`src/rtl/serial_pkg.sv`:
```
// Shared definitions for the serial receive controller.
//   state_e    : receiver FSM states (IDLE, DATA, STOP)
//   DATA_W_DEF : default number of data bits per frame
package serial_pkg;

  localparam int DATA_W_DEF = 8;

  typedef enum logic [1:0] {
    IDLE = 2'd0,
    DATA = 2'd1,
    STOP = 2'd2
  } state_e;

endpackage

```
`src/rtl/serial_rx_ctrl_if.sv`:
```
// Output handshake between the serial receiver and its consumer.
//   data_out   : last completed frame (producer -> consumer)
//   data_valid : data_out holds an unaccepted frame (producer -> consumer)
//   out_ready  : consumer accepts data_out this cycle (consumer -> producer)
interface serial_rx_ctrl_if
  import serial_pkg::*;
#(
  parameter int DATA_W = DATA_W_DEF
);

  logic [DATA_W-1:0] data_out;
  logic              data_valid;
  logic              out_ready;

  modport master (output data_out, output data_valid, input out_ready);
  modport slave  (input data_out, input data_valid, output out_ready);

endinterface

```
`src/rtl/serial_shift_reg.sv`:
```
// Right-shifting deserializer: serial data enters at the MSB, so after
// DATA_W enabled shifts the first received bit sits in bit 0.
//   clk, rst_n : clock, asynchronous active-low reset
//   clr_i      : synchronous clear (wins over en_i)
//   en_i       : shift one position
//   ser_i      : serial input bit
//   par_o      : parallel contents
module serial_shift_reg
  import serial_pkg::*;
#(
  parameter int DATA_W = DATA_W_DEF
) (
  input  logic              clk,
  input  logic              rst_n,
  input  logic              clr_i,
  input  logic              en_i,
  input  logic              ser_i,
  output logic [DATA_W-1:0] par_o
);

  logic [DATA_W-1:0] sr_q;
  logic [DATA_W-1:0] sr_d;

  // Next contents: clear, shift, or hold.
  always_comb begin
    sr_d = sr_q;
    if (clr_i) begin
      sr_d = '0;
    end else if (en_i) begin
      sr_d = {ser_i, sr_q[DATA_W-1:1]};
    end else begin
      sr_d = sr_q;
    end
  end

  // Shift register storage.
  always_ff @(posedge clk or negedge rst_n) begin
    if (!rst_n) begin
      sr_q <= '0;
    end else begin
      sr_q <= sr_d;
    end
  end

  assign par_o = sr_q;

endmodule

```
`src/rtl/serial_rx_ctrl.sv`:
```
// Serial frame receiver: start bit (0), DATA_W data bits LSB first, stop
// bit (1). serial_in is only looked at on bit_tick cycles. Completed
// frames go to a one-entry holding register with a valid/ready handshake.
//   clk, rst_n : clock, asynchronous active-low reset
//   serial_in  : serial line, idle high
//   bit_tick   : one-cycle sample strobe
//   clr_err    : clears the sticky overrun flag
//   rx         : data_out / data_valid / out_ready handshake (master side)
//   busy       : FSM not in IDLE
//   frame_err  : one-cycle pulse after a bad stop bit
//   overrun    : sticky, a completed frame was dropped
// CNT_W must satisfy 2**CNT_W > DATA_W.
module serial_rx_ctrl
  import serial_pkg::*;
#(
  parameter int DATA_W = DATA_W_DEF,
  parameter int CNT_W  = 4
) (
  input  logic              clk,
  input  logic              rst_n,
  input  logic              serial_in,
  input  logic              bit_tick,
  input  logic              clr_err,
  serial_rx_ctrl_if.master  rx,
  output logic              busy,
  output logic              frame_err,
  output logic              overrun
);

  localparam logic [CNT_W-1:0] LAST_BIT = CNT_W'(DATA_W - 1);

  state_e            state_q, state_d;
  logic [CNT_W-1:0]  cnt_q, cnt_d;
  logic [DATA_W-1:0] data_q, data_d;
  logic [DATA_W-1:0] sr_par;
  logic              valid_q, valid_d;
  logic              busy_q;
  logic              ferr_q, ferr_d;
  logic              ovr_q, ovr_d;
  logic              ovr_evt;
  logic              sr_clr, sr_en, load;

  serial_shift_reg #(.DATA_W(DATA_W)) u_shift (
    .clk   (clk),
    .rst_n (rst_n),
    .clr_i (sr_clr),
    .en_i  (sr_en),
    .ser_i (serial_in),
    .par_o (sr_par)
  );

  // FSM next state, bit counter and shift/load/error strobes.
  always_comb begin
    state_d = state_q;
    cnt_d   = cnt_q;
    sr_clr  = 1'b0;
    sr_en   = 1'b0;
    load    = 1'b0;
    ferr_d  = 1'b0;
    case (state_q)
      IDLE: begin
        if (bit_tick && !serial_in) begin
          state_d = DATA;
          cnt_d   = '0;
          sr_clr  = 1'b1;
        end else begin
          state_d = IDLE;
        end
      end
      DATA: begin
        if (bit_tick) begin
          sr_en = 1'b1;
          cnt_d = cnt_q + CNT_W'(1);
          if (cnt_q == LAST_BIT) begin
            state_d = STOP;
          end else begin
            state_d = DATA;
          end
        end else begin
          state_d = DATA;
        end
      end
      STOP: begin
        if (bit_tick) begin
          state_d = IDLE;
          if (serial_in) begin
            load = 1'b1;
          end else begin
            ferr_d = 1'b1;
          end
        end else begin
          state_d = STOP;
        end
      end
      default: begin
        state_d = IDLE;
      end
    endcase
  end

  // Holding register and handshake. A load over a pending frame is only
  // an overrun when the consumer is not taking the old frame this cycle.
  always_comb begin
    data_d  = data_q;
    valid_d = valid_q;
    ovr_evt = 1'b0;
    if (load) begin
      if (valid_q && !rx.out_ready) begin
        ovr_evt = 1'b1;
      end else begin
        data_d  = sr_par;
        valid_d = 1'b1;
      end
    end else if (valid_q && rx.out_ready) begin
      valid_d = 1'b0;
    end else begin
      valid_d = valid_q;
    end
    // A new overrun event beats a simultaneous clear.
    ovr_d = ovr_evt | (ovr_q & ~clr_err);
  end

  // State, counter, holding register and flag storage.
  always_ff @(posedge clk or negedge rst_n) begin
    if (!rst_n) begin
      state_q <= IDLE;
      cnt_q   <= '0;
      data_q  <= '0;
      valid_q <= 1'b0;
      busy_q  <= 1'b0;
      ferr_q  <= 1'b0;
      ovr_q   <= 1'b0;
    end else begin
      state_q <= state_d;
      cnt_q   <= cnt_d;
      data_q  <= data_d;
      valid_q <= valid_d;
      busy_q  <= (state_d != IDLE);
      ferr_q  <= ferr_d;
      ovr_q   <= ovr_d;
    end
  end

  assign rx.data_out   = data_q;
  assign rx.data_valid = valid_q;
  assign busy          = busy_q;
  assign frame_err     = ferr_q;
  assign overrun       = ovr_q;

endmodule

```
`src/flat_wrapper.sv`:
```
// flat-port wrapper written by rule: the top's interface ports become plain ports
module serial_rx_ctrl_flat import serial_pkg::*;
#(
  parameter int DATA_W = DATA_W_DEF,
  parameter int CNT_W  = 4
)
  (clk, rst_n, serial_in, bit_tick, clr_err, busy, frame_err, overrun, rx_data_out, rx_data_valid, rx_out_ready);
  serial_rx_ctrl_if #(.DATA_W(DATA_W)) rx_i ();
  input  logic clk;
  input  logic rst_n;
  input  logic serial_in;
  input  logic bit_tick;
  input  logic clr_err;
  output logic busy;
  output logic frame_err;
  output logic overrun;
  output wire logic [$bits(rx_i.data_out)-1:0] rx_data_out;
  output wire logic [$bits(rx_i.data_valid)-1:0] rx_data_valid;
  input wire logic [$bits(rx_i.out_ready)-1:0] rx_out_ready;
  assign rx_data_out = rx_i.data_out;
  assign rx_data_valid = rx_i.data_valid;
  assign rx_i.out_ready = rx_out_ready;
  serial_rx_ctrl #(.DATA_W(DATA_W), .CNT_W(CNT_W)) u_core (.clk(clk), .rst_n(rst_n), .serial_in(serial_in), .bit_tick(bit_tick), .clr_err(clr_err), .rx(rx_i), .busy(busy), .frame_err(frame_err), .overrun(overrun));
endmodule
```
`config.mk`:
```
export PLATFORM = sky130hd
export DESIGN_NAME = serial_rx_ctrl_flat
export DESIGN_NICKNAME = d
export VERILOG_FILES = /design/src/rtl/serial_pkg.sv /design/src/rtl/serial_rx_ctrl_if.sv /design/src/rtl/serial_shift_reg.sv /design/src/rtl/serial_rx_ctrl.sv /design/src/flat_wrapper.sv
export SDC_FILE = /design/constraint.sdc
export NUM_CORES = 1
export LEC_CHECK = 0
export ABC_AREA = 1
export BUFFER_PORTS_ARGS = -buffer_cell sky130_fd_sc_hd__buf_2
export CAP_MARGIN = 15
export CORE_MARGIN = 4
export CORE_UTILIZATION = 54
export DETAILED_ROUTE_END_ITERATION = 8
export PLACE_DENSITY = 0.86
export SYNTH_ARGS = -nofsm -noshare
export SYNTH_HDL_FRONTEND = slang
export SYNTH_SLANG_ARGS = --single-unit
```
`constraint.sdc`:
```
create_clock -name clk -period 1.4 [get_ports clk]
set_input_delay 0.35 -clock clk [delete_from_list [all_inputs] [get_ports clk]]
set_output_delay 0.35 -clock clk [all_outputs]
set_load 0.01 [all_outputs]
```
== Word-level counts from Yosys, hierarchy flattened ==
Index checks and enable logic that the tools add are counted.

* $add $sub $neg: 1
* Multiply operators: 0
* Div/mod/pow operators: 0
* Magnitude comparators: 0
* Equal/unequal tests: 6
* Shifts and indexed selects: 0
* Multiplexer cells: 25
* Bitwise logic cells: 4
* Reductions and logical operators: 13

{| class="wikitable"
|+ Operator list
! cell !! count
|-
| $mux 1 || 16
|-
| $mux 8 || 2
|-
| $mux 4 || 2
|-
| $pmux 4 s2 || 1
|-
| $reduce_bool 2->1 || 4
|-
| $mux 2 || 3
|-
| $pmux 2 s3 || 1
|-
| $add 4x1->4 const B || 1
|-
| $eq 4x3->1 const B || 1
|-
| $ne 2x2->1 const B || 2
|-
| $reduce_and 2->1 || 2
|-
| $logic_and 1x1->1 || 3
|-
| $reduce_and 3->1 || 1
|-
| $eq 2x1->1 const B || 1
|-
| $eq 2x2->1 const B || 1
|-
| $logic_not 1->1 || 2
|-
| $logic_not 2->1 || 1
|-
| $ne 2x1->1 const B || 1
|-
| $not 1->1 || 2
|-
| $and 1x1->1 || 1
|-
| $or 1x1->1 || 1
|}

* Bits in registers: 26
* Latch bits: 0
* RAM bits: 0
* ROM bits: 0
* Input port bits: 6
* Output and inout port bits: 12
* Word-level logic and storage cells: 57
* Memories kept: 0

== Longest topological paths before layout ==
* Word-level depth: 5
* Mapped depth: 7
* Mapped depth without buffers: 7

== By module ==
A second synthesis with hierarchy kept.

* Cell total of the unflattened synthesis: 129
* Area, all modules: 1139.8 um^2

{| class="wikitable"
|+ By module, submodules not included
! module !! times used !! cells an instance !! area each (um^2) !! sequential area each (um^2)
|-
| serial_rx_ctrl || 1 || 94 || 804.5 || 450.4
|-
| serial_shift_reg || 1 || 35 || 335.3 || 200.2
|}

== Least setup slack after synthesis ==
No wires, ideal clock.

* Kind: register -> register
* From: reg u_core.state_q[0]
* To: reg u_core.data_q[0] (netlist: u_core.rx.data_out[0])
* Setup time: 0.118 ns
* Data arrival time: 1.038 ns
* Data required time: 1.282 ns
* Slack: 0.244 ns
* Stages on the path, launching flop included: 7
* Path buffers: 0
* Clock period less this slack: 1.156 ns
* Cells stage by stage: dfrtp_1 > inv_1 > nand2_1 > inv_1 > nand4_1 > nand2_1 > nand2_1

* Cells in the longest elaborated chain, start to end: 3

{| class="wikitable"
|+ Ends and longest elaborated chain
! what !! line !! source
|-
| from (decl) || serial_rx_ctrl.sv:32 || <nowiki>state_e state_q, state_d;</nowiki>
|-
| from (signal assigned) || serial_rx_ctrl.sv:134 || <nowiki>state_q <= state_d;</nowiki>
|-
| $eq 2x2->1 || serial_rx_ctrl.sv:60 || <nowiki>case (state_q)</nowiki>
|-
| $mux 1 || serial_rx_ctrl.sv:60 ||
|-
| $reduce_and 2->1 (no line) || -- ||
|-
| to (signal assigned) || serial_rx_ctrl.sv:136 || <nowiki>data_q <= data_d;</nowiki>
|-
| to (decl) || serial_rx_ctrl.sv:34 || <nowiki>logic [DATA_W-1:0] data_q, data_d;</nowiki>
|}

No other way between the ends.
A chain may end at the register's enable or synchronous reset.

== Final worst setup path ==
* From: reg u_core.state_q[0]
* To: reg u_core.data_q[7] (netlist: u_core.rx.data_out[7])

The elaborated chain is that of the path after synthesis.

==> impl_results.html <==
<table>
<tr><th>Metric</th><th>Value</th></tr>
<tr><th colspan="2">Status</th></tr>
<tr><td>Run status</td><td>finished, violations left</td></tr>
<tr><td>Violations in the final reports</td><td>hold timing</td></tr>
<tr><th colspan="2">Detailed routing</th></tr>
<tr><td>Wire length per cell after detailed routing</td><td>12.75 um</td></tr>
<tr><td>Router iterations before antenna repair</td><td>4</td></tr>
<tr><td>Avg Vias per Cell</td><td>5.127</td></tr>
<tr><td>First-iteration detailed-routing DRC count</td><td>18</td></tr>
<tr><td>Total wire length after detailed routing</td><td>2307 um</td></tr>
<tr><td>DRC Markers</td><td>0</td></tr>
<tr><td>Count of antenna-violating nets left after detailed routing</td><td>0</td></tr>
<tr><td>Routed vias</td><td>just over 900</td></tr>
<tr><th colspan="2">Global routing</th></tr>
<tr><td>Met3 layer usage reported by global route</td><td>2.770%</td></tr>
<tr><td>Global routing usage on met2</td><td>between 30 and 40%</td></tr>
<tr><td>Global-route track usage on met1</td><td>between 10% and 20%</td></tr>
<tr><td>Global routing's busiest layer</td><td>met2</td></tr>
<tr><td>Global-route wire length before repair</td><td>about 3800 um</td></tr>
<tr><td>Largest net degree at the start of global routing</td><td>27</td></tr>
<tr><td>Antenna violations before repair</td><td>0</td></tr>
<tr><td>GRT overflow</td><td>0</td></tr>
<tr><td>Number of global-route vias before repair</td><td>about 960</td></tr>
<tr><td>Total track usage</td><td>a little under a fifth</td></tr>
<tr><th colspan="2">Finish</th></tr>
<tr><td>Number of antenna repair diodes</td><td>0</td></tr>
<tr><td>Commonest cells after routing, fill and taps aside</td><td>nand2_1 (56), dfrtp_1 (26), buf_2 (17)</td></tr>
<tr><td>Fraction of layout instances using a drive strength above 1</td><td>a little under a quarter</td></tr>
<tr><td>Synth-to-layout area growth</td><td>18.19%</td></tr>
<tr><td>Post-layout net count</td><td>162</td></tr>
<tr><td>Most common cell after layout, fill and taps aside</td><td>nand2_1</td></tr>
<tr><td>Final Core Density</td><td>67.54%</td></tr>
<tr><th colspan="2">Logic synthesis</th></tr>
<tr><td>Post-synthesis cell count</td><td>~130</td></tr>
<tr><td>Post-synth net total</td><td>about 140</td></tr>
<tr><td>Post-Synthesis Mean Instance Area</td><td>slightly below 9 um^2</td></tr>
<tr><td>Sequential share of the synthesized area</td><td>around three fifths</td></tr>
<tr><td>Yosys warnings</td><td>0</td></tr>
<tr><td>Flops &amp; latches, synth</td><td>26</td></tr>
<tr><td>Number of distinct standard cells referenced by the synthesized netlist</td><td>18</td></tr>
<tr><td>Synth Cell Area</td><td>1121 um^2</td></tr>
<tr><th colspan="2">Placed design</th></tr>
<tr><td>Detailed placer's ending HPWL</td><td>1746 um</td></tr>
<tr><td># port buffers</td><td>17</td></tr>
<tr><td>Post-place setup slack</td><td>roughly 28 ps</td></tr>
<tr><td>GP Congestion</td><td>approximately 0.85</td></tr>
<tr><th colspan="2">Clock tree</th></tr>
<tr><td>Quantity of hold-fixing buffers added after cts</td><td>0</td></tr>
<tr><td>Number of clock sinks</td><td>26</td></tr>
<tr><td>Clock Path Buffers</td><td>2</td></tr>
<tr><td>Cell at the root of the clock tree</td><td>clkbuf_4</td></tr>
<tr><td>Clock-pin slew on the worst setup and hold paths</td><td>roughly 150 ps</td></tr>
<tr><td>CTS H-tree lvls</td><td>1</td></tr>
<tr><td>TritonCTS clock tree</td><td>done</td></tr>
<tr><td>Clk Latency, worst-skew pair</td><td>approximately 320 ps</td></tr>
<tr><td>Number of buffers inserted during clock tree synthesis</td><td>3</td></tr>
<tr><th colspan="2">Timing</th></tr>
<tr><td>Final setup fails</td><td>0</td></tr>
<tr><td>Minimum setup slack in the final design</td><td>roughly 160 ps</td></tr>
<tr><td>Worst setup skew after layout</td><td>10.42 ps</td></tr>
<tr><td>Clock period minus final worst setup slack</td><td>between 1000 and 1500 ps</td></tr>
<tr><td>Slew Limit Headroom</td><td>around 63%</td></tr>
<tr><td>Final Max Slew Viols</td><td>0</td></tr>
<tr><td>Final-report hold violation count</td><td>20</td></tr>
<tr><td>Tightest Pin Transition</td><td>approximately 550 ps</td></tr>
<tr><td>Setup TNS</td><td>0 ps</td></tr>
<tr><td>RSZ-0062 raised after global routing</td><td>false</td></tr>
<tr><td>F_max</td><td>0.8045 GHz</td></tr>
<tr><td>Final worst path period share</td><td>about 89%</td></tr>
<tr><td>Post-route worst hold slack</td><td>-13.82 ps</td></tr>
<tr><th colspan="2">Setup path</th></tr>
<tr><td>Buffering stage count on the worst path with inverters included</td><td>3</td></tr>
<tr><td>Data arrival time of the critical path</td><td>approximately 1500 ps</td></tr>
<tr><td>Worst-path cell chain</td><td>inv_1 &gt; nand2_1 &gt; inv_1 &gt; nand4_1 &gt; buf_4 &gt; nand2_1 &gt; nand2_1</td></tr>
<tr><td>Critical path's most frequent cell</td><td>nand2_1</td></tr>
<tr><td>Critical Path Source</td><td>u_core.state_q[0]</td></tr>
<tr><td>Crit Path Max Fanout</td><td>8</td></tr>
<tr><td>Critical path depth</td><td>7</td></tr>
<tr><td>Critical path launch point type</td><td>register</td></tr>
<tr><td>Origin of the critical flop-to-flop path</td><td>u_core.state_q[0]</td></tr>
<tr><td>Crit-path leading delay family</td><td>flip-flops</td></tr>
<tr><td>Max incr delay on CP</td><td>approximately 460 ps</td></tr>
<tr><td>Worst reg-to-reg path cell count</td><td>7</td></tr>
<tr><td>Crit end category</td><td>register</td></tr>
<tr><td>Crit Path Category</td><td>reg2reg</td></tr>
<tr><td>Critical path data required time</td><td>~1600 ps</td></tr>
<tr><td>Critical-path cell with the highest stage delay</td><td>dfrtp_1</td></tr>
<tr><th colspan="2">Power</th></tr>
<tr><td>Leakage</td><td>between 0.7 and 0.8 nW</td></tr>
<tr><td>Power density cells</td><td>between 1500 and 2000 nW/um^2</td></tr>
<tr><td>Largest vdd supply drop</td><td>0.001070 V</td></tr>
<tr><td>Total power</td><td>2.062 mW</td></tr>
<tr><th colspan="2">Floorplanning</th></tr>
<tr><td>Vertical die dimension</td><td>between 50 and 60 um</td></tr>
<tr><td>Effective utilization at floorplan</td><td>a little under three fifths</td></tr>
<tr><td>Core area</td><td>1962 um^2</td></tr>
<tr><td>Die X</td><td>53.57 um</td></tr>
<tr><td>I/O pin count</td><td>18</td></tr>
<tr><td>Number of placement rows</td><td>16</td></tr>
<tr><td>Die Area</td><td>around 2900 um^2</td></tr>
<tr><th colspan="2">Flow run</th></tr>
<tr><td>Reported max-cap violation count</td><td>0</td></tr>
<tr><th colspan="2">Min path</th></tr>
<tr><td>Classification of the worst-slack hold path</td><td>in2async</td></tr>
</table>
==> final cells by class <==
cell class                 instances  area [um^2]
tap                               27        33.78
sequential                        26        650.6
timing repair buffer              23        130.1
multi-input combinational         90        414.1
inverter                          11        43.79
fill                             169        636.9
clock buffer                       3        22.52
clock inverter                     1        30.03
==> state kept, by name, summed over array words and instances, names as in the netlist <==
name,cells
u_core.frame_err,1
u_core.u_shift.par_o,8
u_core.cnt_q,4
u_core.overrun,1
u_core.state_q,2
u_core.rx.data_out,8
u_core.rx.data_valid,1
u_core.busy,1
==> where the power goes <==
| part | internal [mW] | switching [mW] | leakage (nW) |
|---|---|---|---|
| Clock | 0.290 | 0.224 | 0.0279 |
| Combinational | 0.191 | 0.278 | 0.409 |
| Sequential | 0.924 | 0.155 | 0.345 |
| Total | 1.40 | 0.657 | 0.783 |
==> through the flow <==
stage / std cells / area [um^2]
floorplan: 129 / 1121
global placement: 176 / 1262
detailed placement: 176 / 1262
CTS: 180 / 1315
global route: 181 / 1325
finish: 181 / 1325
==> what timing repair did <==
item / in CTS / in global routing
setup endpoints to repair: 0 / 19
endpoints found under the hold margin: 0 / 0
setup buffers: 0 / 1
resized for setup: 0 / 1
==> layer usage <==
layer  wire length (um)  vias up
li1                   -      457
met5                  0        -
met4                 41        0
met1                992      444
met2               1206       21
met3                 67        6
==> cells in the mapped netlist, drive strengths merged <==
master	n	share of area, %
nand2	57	19
dfrtp	26	58
nand3	17	8.7
inv	11	3.9
nor2	8	2.9
nand4	3	1.7
nor3	2	1.9
buf	1	1.0
clkbuf	1	0.33
ha	1	1.1
o22ai	1	0.56
or2	1	0.56
==> logic make-up (layout without fill, tap and decap cells) <==
kind of cell,count (synthesis),after routing,share of synthesized area (%)
AO/OA/AOI/OAI,1,1,0.5584
adder cells (fa/ha/maj),1,1,1.116
flip-flops,26,26,58.04
buffers and inverters,13,38,5.246
AND/OR/NAND/NOR,88,88,35.05
==> final timing paths <==
check / end / slack [ps]
setup / recovery: u_core.rx.data_out[7] / 160
min in group clk: u_core.overrun / 210
max in group asynchronous: u_core.rx.data_out[6] / 1040
hold / removal: u_core.cnt_q[0] / -10
hold reg to reg: u_core.rx.data_out[1] / 490
setup reg to reg: u_core.rx.data_out[7] / 160
==> worst reg2reg max path, delay by kind of cell, from the launching register on <==
| kind | cells | cell delay [ps] |
|---|---|---|
| buf+inv | 3 | 370 |
| flops | 1 | 460 |
| simple gates | 4 | 320 |
No activity file was read; power rests on OpenSTA's default activity.
